[src/rtl/iter_muldiv.sv]
// Iterative signed/unsigned multiply (shift-add) and divide (restoring) sharing one shift datapath.
// Optional MULDIV_DIV0_FAST_EN: a divide by zero skips the iteration and adds the div0_o flag.
module iter_muldiv #(
  parameter int WIDTH = 32
) (
  input  logic             clk,
  input  logic             rst,
  input  logic             start_i,
  input  logic             op_div_i,
  input  logic             signed_i,
  input  logic             annul_i,
  input  logic [WIDTH-1:0] opa_i,
  input  logic [WIDTH-1:0] opb_i,
  output logic             busy_o,
  output logic             ready_o,
  output logic [WIDTH-1:0] hi_o,
  output logic [WIDTH-1:0] lo_o
`ifdef MULDIV_DIV0_FAST_EN
  ,
  output logic             div0_o
`endif
);

  localparam int CW = $clog2(WIDTH + 1);

  localparam logic [1:0] S_IDLE = 2'd0;
  localparam logic [1:0] S_CALC = 2'd1;
  localparam logic [1:0] S_FIX  = 2'd2;
  localparam logic [1:0] S_DONE = 2'd3;

  logic [1:0]       state;
  logic [CW-1:0]    cnt;
  logic [WIDTH-1:0] acc_hi;
  logic [WIDTH-1:0] acc_lo;
  logic [WIDTH-1:0] opnd;
  logic             is_div;
  logic             sign_p;
  logic             sign_r;

  logic             sa, sb, accept;
  logic [WIDTH-1:0] mag_a, mag_b;
  logic [WIDTH:0]   mul_sum;
  logic [WIDTH-1:0] mul_hi, mul_lo;
  logic [WIDTH:0]   div_sh, div_tr;
  logic             div_ok;
  logic [WIDTH-1:0] div_hi, div_lo;
  logic [2*WIDTH-1:0] prod, prod_fix;
  logic [WIDTH-1:0] q_fix, r_fix;

  assign sa     = signed_i & opa_i[WIDTH-1];
  assign sb     = signed_i & opb_i[WIDTH-1];
  assign mag_a  = sa ? (WIDTH'(0) - opa_i) : opa_i;
  assign mag_b  = sb ? (WIDTH'(0) - opb_i) : opb_i;
  assign accept = ((state == S_IDLE) || (state == S_DONE)) & start_i & ~annul_i;

  // Multiply: conditional add into the upper half, then shift the whole accumulator right.
  assign mul_sum = {1'b0, acc_hi} + (acc_lo[0] ? {1'b0, opnd} : {(WIDTH+1){1'b0}});
  assign mul_hi  = mul_sum[WIDTH:1];
  assign mul_lo  = {mul_sum[0], acc_lo[WIDTH-1:1]};

  // Divide: remainder < divisor keeps the trial difference within WIDTH+1 bits, so bit WIDTH is the borrow.
  assign div_sh = {acc_hi, acc_lo[WIDTH-1]};
  assign div_tr = div_sh - {1'b0, opnd};
  assign div_ok = ~div_tr[WIDTH];
  assign div_hi = div_ok ? div_tr[WIDTH-1:0] : div_sh[WIDTH-1:0];
  assign div_lo = {acc_lo[WIDTH-2:0], div_ok};

  assign prod     = {acc_hi, acc_lo};
  assign prod_fix = sign_p ? ((2*WIDTH)'(0) - prod) : prod;
  assign q_fix    = sign_p ? (WIDTH'(0) - acc_lo) : acc_lo;
  assign r_fix    = sign_r ? (WIDTH'(0) - acc_hi) : acc_hi;

  assign busy_o  = (state == S_CALC) || (state == S_FIX);
  assign ready_o = (state == S_DONE);

`ifdef MULDIV_DIV0_FAST_EN
  logic fast_div0;
  assign fast_div0 = accept & op_div_i & (opb_i == '0);
`endif

  always_ff @(posedge clk or posedge rst) begin
    if (rst) begin
      state  <= S_IDLE;
      cnt    <= '0;
      acc_hi <= '0;
      acc_lo <= '0;
      opnd   <= '0;
      is_div <= 1'b0;
      sign_p <= 1'b0;
      sign_r <= 1'b0;
      hi_o   <= '0;
      lo_o   <= '0;
`ifdef MULDIV_DIV0_FAST_EN
      div0_o <= 1'b0;
`endif
    end else begin
`ifdef MULDIV_DIV0_FAST_EN
      div0_o <= 1'b0;
`endif
      case (state)
        S_IDLE, S_DONE: begin
          if (accept) begin
            cnt    <= CW'(WIDTH);
            is_div <= op_div_i;
            sign_p <= sa ^ sb;
            sign_r <= sa;
            opnd   <= op_div_i ? mag_b : mag_a;
            acc_hi <= '0;
            acc_lo <= op_div_i ? mag_a : mag_b;
            state  <= S_CALC;
`ifdef MULDIV_DIV0_FAST_EN
            if (fast_div0) begin
              // Same values the slow path would produce: quotient all ones, remainder |opa|, sign-fixed.
              hi_o   <= sa ? (WIDTH'(0) - mag_a) : mag_a;
              lo_o   <= (sa ^ sb) ? WIDTH'(1) : {WIDTH{1'b1}};
              div0_o <= 1'b1;
              cnt    <= '0;
              state  <= S_DONE;
            end
`endif
          end else begin
            state <= S_IDLE;
          end
        end
        S_CALC: begin
          if (annul_i) begin
            state <= S_IDLE;
          end else begin
            acc_hi <= is_div ? div_hi : mul_hi;
            acc_lo <= is_div ? div_lo : mul_lo;
            cnt    <= cnt - CW'(1);
            if (cnt == CW'(1)) state <= S_FIX;
          end
        end
        S_FIX: begin
          if (annul_i) begin
            state <= S_IDLE;
          end else begin
            hi_o  <= is_div ? r_fix : prod_fix[2*WIDTH-1:WIDTH];
            lo_o  <= is_div ? q_fix : prod_fix[WIDTH-1:0];
            state <= S_DONE;
          end
        end
        default: state <= S_IDLE;
      endcase
    end
  end

endmodule

[config.mk]
export PLATFORM = sky130hd
export DESIGN_NAME = iter_muldiv
export DESIGN_NICKNAME = d
export VERILOG_FILES = /design/src/rtl/iter_muldiv.sv
export SDC_FILE = /design/constraint.sdc
export NUM_CORES = 1
export LEC_CHECK = 0
export ABC_AREA = 0
export ABC_CLOCK_PERIOD_IN_PS = 6450
export BUFFER_PORTS_ARGS = -buffer_cell sky130_fd_sc_hd__buf_2
export CAP_MARGIN = 0
export CELL_PAD_IN_SITES_DETAIL_PLACEMENT = 1
export CELL_PAD_IN_SITES_GLOBAL_PLACEMENT = 1
export CORE_MARGIN = 4
export CORE_UTILIZATION = 46
export CTS_BUF_LIST = sky130_fd_sc_hd__clkbuf_8
export DETAILED_ROUTE_END_ITERATION = 10
export PLACE_DENSITY_LB_ADDON = 0.1
export SETUP_SLACK_MARGIN = 0.02
export SLEW_MARGIN = 10
export SYNTH_ARGS = -nofsm -noshare
export SYNTH_HDL_FRONTEND = slang
export SYNTH_SLANG_ARGS = --single-unit
[constraint.sdc]
create_clock -name clk -period 6.45 [get_ports clk]
set_clock_uncertainty 0.1 [all_clocks]
set_input_delay 0.645 -clock clk [delete_from_list [all_inputs] [get_ports clk]]
set_output_delay 0.645 -clock clk [all_outputs]
set_load 0.01 [all_outputs]
## Word level (Yosys, flattened, before mapping)

Cells that the tools add are included.

| word-level totals | value |
|---|---|
| flip-flop bits (word level) | 171 |
| input port bits | 70 |
| output and inout port bits | 66 |
| logic and storage cells | 67 |

| operators by class | value |
|---|---|
| add/subtract/negate cells | 8 |
| eq/ne operators | 7 |
| mux-type cells | 27 |
| bitwise logic cells | 7 |
| reduce and logical (&&, ||, !) cells | 8 |

Operators by type and width:

| operator | count |
|---|---|
| $mux W32 | 16 |
| $pmux W32 S2 | 2 |
| $sub A1 B32 Y32 const A | 4 |
| $mux W64 | 1 |
| $sub A1 B64 Y64 const A | 1 |
| $add A32 B32 Y33 | 1 |
| $sub A33 B32 Y33 | 1 |
| $mux W6 | 2 |
| $pmux W6 S2 | 1 |
| $eq A6 B1 Y1 const B | 1 |
| $mux W2 | 3 |
| $pmux W2 S3 | 1 |
| $sub A6 B1 Y6 const B | 1 |
| $and A1 B1 Y1 | 4 |
| $eq A2 B2 Y1 const B | 2 |
| $ne A2 B2 Y1 const B | 2 |
| $reduce_and A2 Y1 | 2 |
| $ne A3 B2 Y1 const B | 1 |
| $reduce_and A3 Y1 | 1 |
| $eq A2 B1 Y1 const B | 1 |
| $logic_not A2 Y1 | 1 |
| $logic_or A1 B1 Y1 | 2 |
| $not A1 Y1 | 2 |
| $reduce_bool A2 Y1 | 1 |
| 3 further kinds | 3 |

## Longest topological paths before layout

| depth | value |
|---|---|
| depth in word-level cells | 6 |
| depth in mapped cells | 16 |
| mapped depth without buffers | 14 |

## Worst setup path before layout

OpenSTA, ideal clock, no wires.

| path | value |
|---|---|
| path type | register to register |
| start point | reg acc_lo[0] |
| end point | reg acc_hi[31] |
| setup time | 119 ps |
| arrival | 3230 ps |
| data required time | 6231 ps |
| path slack | 3001 ps |
| stages on the path, launching flop included | 16 |
| buffers on the path | 2 |
| period minus slack after synthesis | 3449 ps |
| cell sequence | dfrtp_1 -> clkbuf_1 -> inv_1 -> clkbuf_1 -> nor2_1 -> ha_1 -> nor2b_1 -> o31a_1 -> o31a_1 -> a31oi_1 -> o31ai_1 -> a311oi_1 -> o21ai_0 -> a211oi_1 -> o21ai_0 -> o21a_1 |

| on the way | value |
|---|---|
| word-level cells in the longest chain between the ends | 5 |

Ends and longest elaborated chain:

| element | line | text |
|---|---|---|
| from (decl) | 34 | `logic [WIDTH-1:0] acc_lo;` |
| from (signal assigned) | 109 | `acc_lo <= op_div_i ? mag_a : mag_b;` |
| from (signal assigned) | 130 | `acc_lo <= is_div ? div_lo : mul_lo;` |
| $mux W32 | 57 | `assign mul_sum = {1'b0, acc_hi} + (acc_lo[0] ? {1'b0, opnd} : {(WIDTH+1){1'b0}});` |
| $add A32 B32 Y33 | 57 |  |
| $mux W32 | 129 | `acc_hi <= is_div ? div_hi : mul_hi;` |
| $mux W32 | 126 | `if (annul_i) begin` |
| $pmux W32 S2 | 100 | `case (state)` |
| to (signal assigned) | 129 |  |
| to (decl) | 33 | `logic [WIDTH-1:0] acc_hi;` |

Every way passes these cells. The select of a mux whose other input is x is not followed.
A chain may end at the register's enable or synchronous reset.

## Worst setup path after layout

| path | value |
|---|---|
| start point | reg acc_lo[31] |
| end point | reg acc_hi[2] |

| on the way | value |
|---|---|
| word-level cells in the longest chain between the ends | 5 |

Ends and longest elaborated chain:

| element | line | text |
|---|---|---|
| $sub A33 B32 Y33 | 63 | `assign div_tr = div_sh - {1'b0, opnd};` |
| $mux W32 | 65 | `assign div_hi = div_ok ? div_tr[WIDTH-1:0] : div_sh[WIDTH-1:0];` |
| $mux W32 | 129 |  |
| $mux W32 | 126 |  |
| $pmux W32 S2 | 100 |  |

Every way passes these cells. The select of a mux whose other input is x is not followed.

==> results.json <==
{
  "numCtsBuffers": 17,
  "start_kind": "register",
  "powerDensity_nw_per_um2": 313,
  "cts_root_buf": "clkbuf_8",
  "synth_top_area_share_pct": 29.7,
  "worstHoldStart": "signed_i",
  "dp_cells": 2310,
  "wirelength_mm": 51.4,
  "track_usage_pct": 30.2,
  "async_flop_share_pct": 100,
  "drtAntennaViolNets": 0,
  "slew_viol_final": 0,
  "vias": 14097,
  "hold_violations": 0,
  "hp-class": "input pin to register",
  "vias_per_cell": 6.02,
  "nFillCells": 3912,
  "cap_viol_max_count": 0,
  "power_leakage_nw": 7.30,
  "start_util_pct": 46.9,
  "drt_iter0_markers": 894,
  "cts.clk_slew.worst_paths_ns": 0.12,
  "synthTopCellsByArea": "dfrtp_1, o21ai_0, ha_1, nand2_1, a21oi_1",
  "crit_type": "register to register",
  "grt_overflow_total": 0,
  "period_minus_slack_ns": 4.35,
  "ys_warn_count": 0,
  "arrival_ns": 4.65,
  "yosysSeqAreaShare_pct": 29.7,
  "synthCells": 1873,
  "switching_share_pct": 47.5,
  "p_switching_mw": 2.34,
  "synth.most_common_cell": "nand2_1",
  "clk-insertion-delay-late_ns": 0.52,
  "row_count": 64,
  "die_x_um": 185,
  "post_cts_buffers": 0,
  "h-tree-depth": 4,
  "synth-edff-count": 0,
  "clockBufferDepth": 2,
  "syn_avg_cell_area_sq_um": 7.70,
  "synthTopCellsByCount": "nand2_1, o21ai_0, nor2_1",
  "numPortBuffers": 135,
  "power_frac_comb_pct": 50.3,
  "finalSetupViolCount": 0,
  "first_global_vias": 14332,
  "end_kind": "register",
  "worst_pin_slew_ns": 1.07,
  "drive_gt1_share_pct": 12.0,
  "reg2reg_setup_slack_ns": 2.10,
  "min_period_over_period_pct": 67.5,
  "final_nets": 2079,
  "final_cells": 2342,
  "synth_top_area_cell": "dfrtp_1",
  "area_delta_synth_final_pct": 9.19,
  "ioPinCount": 136,
  "synth.distinct_cells": 74,
  "grt_pass1_wl_mm": 81.2,
  "hold_end": "sign_p$_DFFE_PP0P_",
  "ir_drop_uv": 197,
  "tns_ns": 0,
  "die_h_um": 185,
  "dieArea_sq_um": 34300,
  "synth_ff_type": "dfrtp_1",
  "p_seq_share_pct": 32.2,
  "cts_tree": "built",
  "r2r_end": "acc_hi[2]$_DFFE_PP0P_",
  "timing.fmax_mhz": 230,
  "grt_max_degree": 169,
  "drt_pass1_iterations": 8,
  "core_area_sq_um": 30700,
  "syn-cell-area_sq_um": 14400,
  "rsz0062_at_grt": "false",
  "clock_power_share_pct": 17.5,
  "r2r-start": "acc_lo[31]$_DFFE_PP0P_",
  "dp_hpwl_mm": 39.3,
  "clock-sinks": 171,
  "cp.required_ns": 6.75,
  "worstPathMaxFanout": 49,
  "antenna_found_initial": 0,
  "gp_congestion": 0.939,
  "reg2regPathDepth": 13,
  "slew_headroom_pct": 27.4,
  "p_int_mw": 2.59,
  "drc": 0,
  "syn_nets": 2018,
  "hold_depth": 3,
  "run_status": "finished clean",
  "wl_per_cell_um": 21.9,
  "ys_ff_latch": 171,
  "antenna_cells": 0
}
[per-stage QoR]
stage / worst slack [ns] / utilization (%) / hold WS (ns) / area, sq um / total power, mW
global route: 1.87 / 51.2 / 0.320 / 15800 / 5.28
finish: 2.10 / 51.2 / 0.322 / 15800 / 4.92
global placement: 2.26 / 49.8 / 0.357 / 15300 / 3.96
CTS: 2.20 / 51.2 / 0.300 / 15800 / 4.91
detailed placement: 2.23 / 49.8 / 0.365 / 15300 / 4.04
floorplan: 1.07 / - / 0.350 / 14400 / 3.26
[how the worst max path moves through the flow]
| stage | startpoint | to | slack [ns] | cells after the start |
|---|---|---|---|---|
| CTS | acc_lo[31]$_DFFE_PP0P_ | acc_hi[14]$_DFFE_PP0P_ | 2.20 | 13 |
| global route | acc_lo[0]$_DFFE_PP0P_ | acc_hi[30]$_DFFE_PP0P_ | 1.87 | 14 |
| finish | acc_lo[31]$_DFFE_PP0P_ | acc_hi[2]$_DFFE_PP0P_ | 2.10 | 13 |
| global placement | acc_lo[0]$_DFFE_PP0P_ | acc_hi[30]$_DFFE_PP0P_ | 2.26 | 14 |
| floorplan | rst | acc_hi[0]$_DFFE_PP0P_ | 1.07 | 1 |
| detailed placement | acc_lo[31]$_DFFE_PP0P_ | acc_hi[14]$_DFFE_PP0P_ | 2.23 | 13 |
[critical path: stages, from the launching register on]
cell and delay, ns:
dfrtp_1 0.42, inv_1 0.10, ha_1 0.24, fa_1 0.41, nor2b_1 0.19, o31ai_1 0.14
a31oi_1 0.45, a31oi_1 0.33, o21a_1 0.30, or3_1 0.39, nand3_1 0.10, buf_4 0.49
o21ai_0 0.21, a221o_1 0.34
[power by group through the flow]
stage | clock network [mW] | registers, mW | logic, mW
floorplan | 0 | 1.44 | 1.82
global placement | 0 | 1.59 | 2.38
detailed placement | 0 | 1.60 | 2.43
CTS | 0.877 | 1.58 | 2.45
global route | 0.925 | 1.62 | 2.73
finish | 0.863 | 1.58 | 2.48
[final cells by class]
type / instances / area (sq um) / share of cell area (%)
inverter: 73 / 279 / 1.77
tap: 396 / 495 / 3.15
clock inverter: 13 / 179 / 1.14
clock buffer: 18 / 248 / 1.57
timing repair buffer: 152 / 818 / 5.20
multi-input combinational: 1519 / 9450 / 60.0
sequential: 171 / 4280 / 27.2
[cells by family after synthesis]
logic type / Yosys count / synth area share (%)
muxes: 47 / 3.45
adders and majority gates: 75 / 6.61
buffers and inverters: 183 / 4.93
and+or+nand+nor: 620 / 19.8
AOI/OAI and AO/OA: 608 / 25.3
DFF: 171 / 29.7
xor gates and xnor gates: 169 / 10.3
[state kept, by name, summed over array words and instances (netlist names)]
register	count
acc_hi	32
acc_lo	32
hi_o	32
lo_o	32
opnd	32
cnt	6
state	2
is_div	1
sign_p	1
sign_r	1
[timing repair]
item	in CTS	in global routing
hold buffers	1	0
hold endpoints to repair	3	0
resized for setup	0	0
[cells in the final DEF (no fill, tap or decap), types with 70 or more instances in the layout]
cell	synthesis	layout
nand2_1	236	236
inv_1	71	70
xnor2_1	90	90
xor2_1	79	79
o21ai_0	225	225
dfrtp_1	171	170
buf_2	7	135
a21oi_1	170	169
nor2_1	181	181
ha_1	73	72
[per-layer routing]
| layer | up-vias | GRT usage [%] | part of all wire, % |
|---|---|---|---|
| met5 | - | 0 | 0 |
| met2 | 344 | 49.7 | 47 |
| met1 | 6888 | 40.3 | 45 |
| met4 | 0 | 11.5 | 3.9 |
| met3 | 104 | 4.73 | 4.3 |
| li1 | 6761 | - | - |
(Power assumes the default switching activity.)
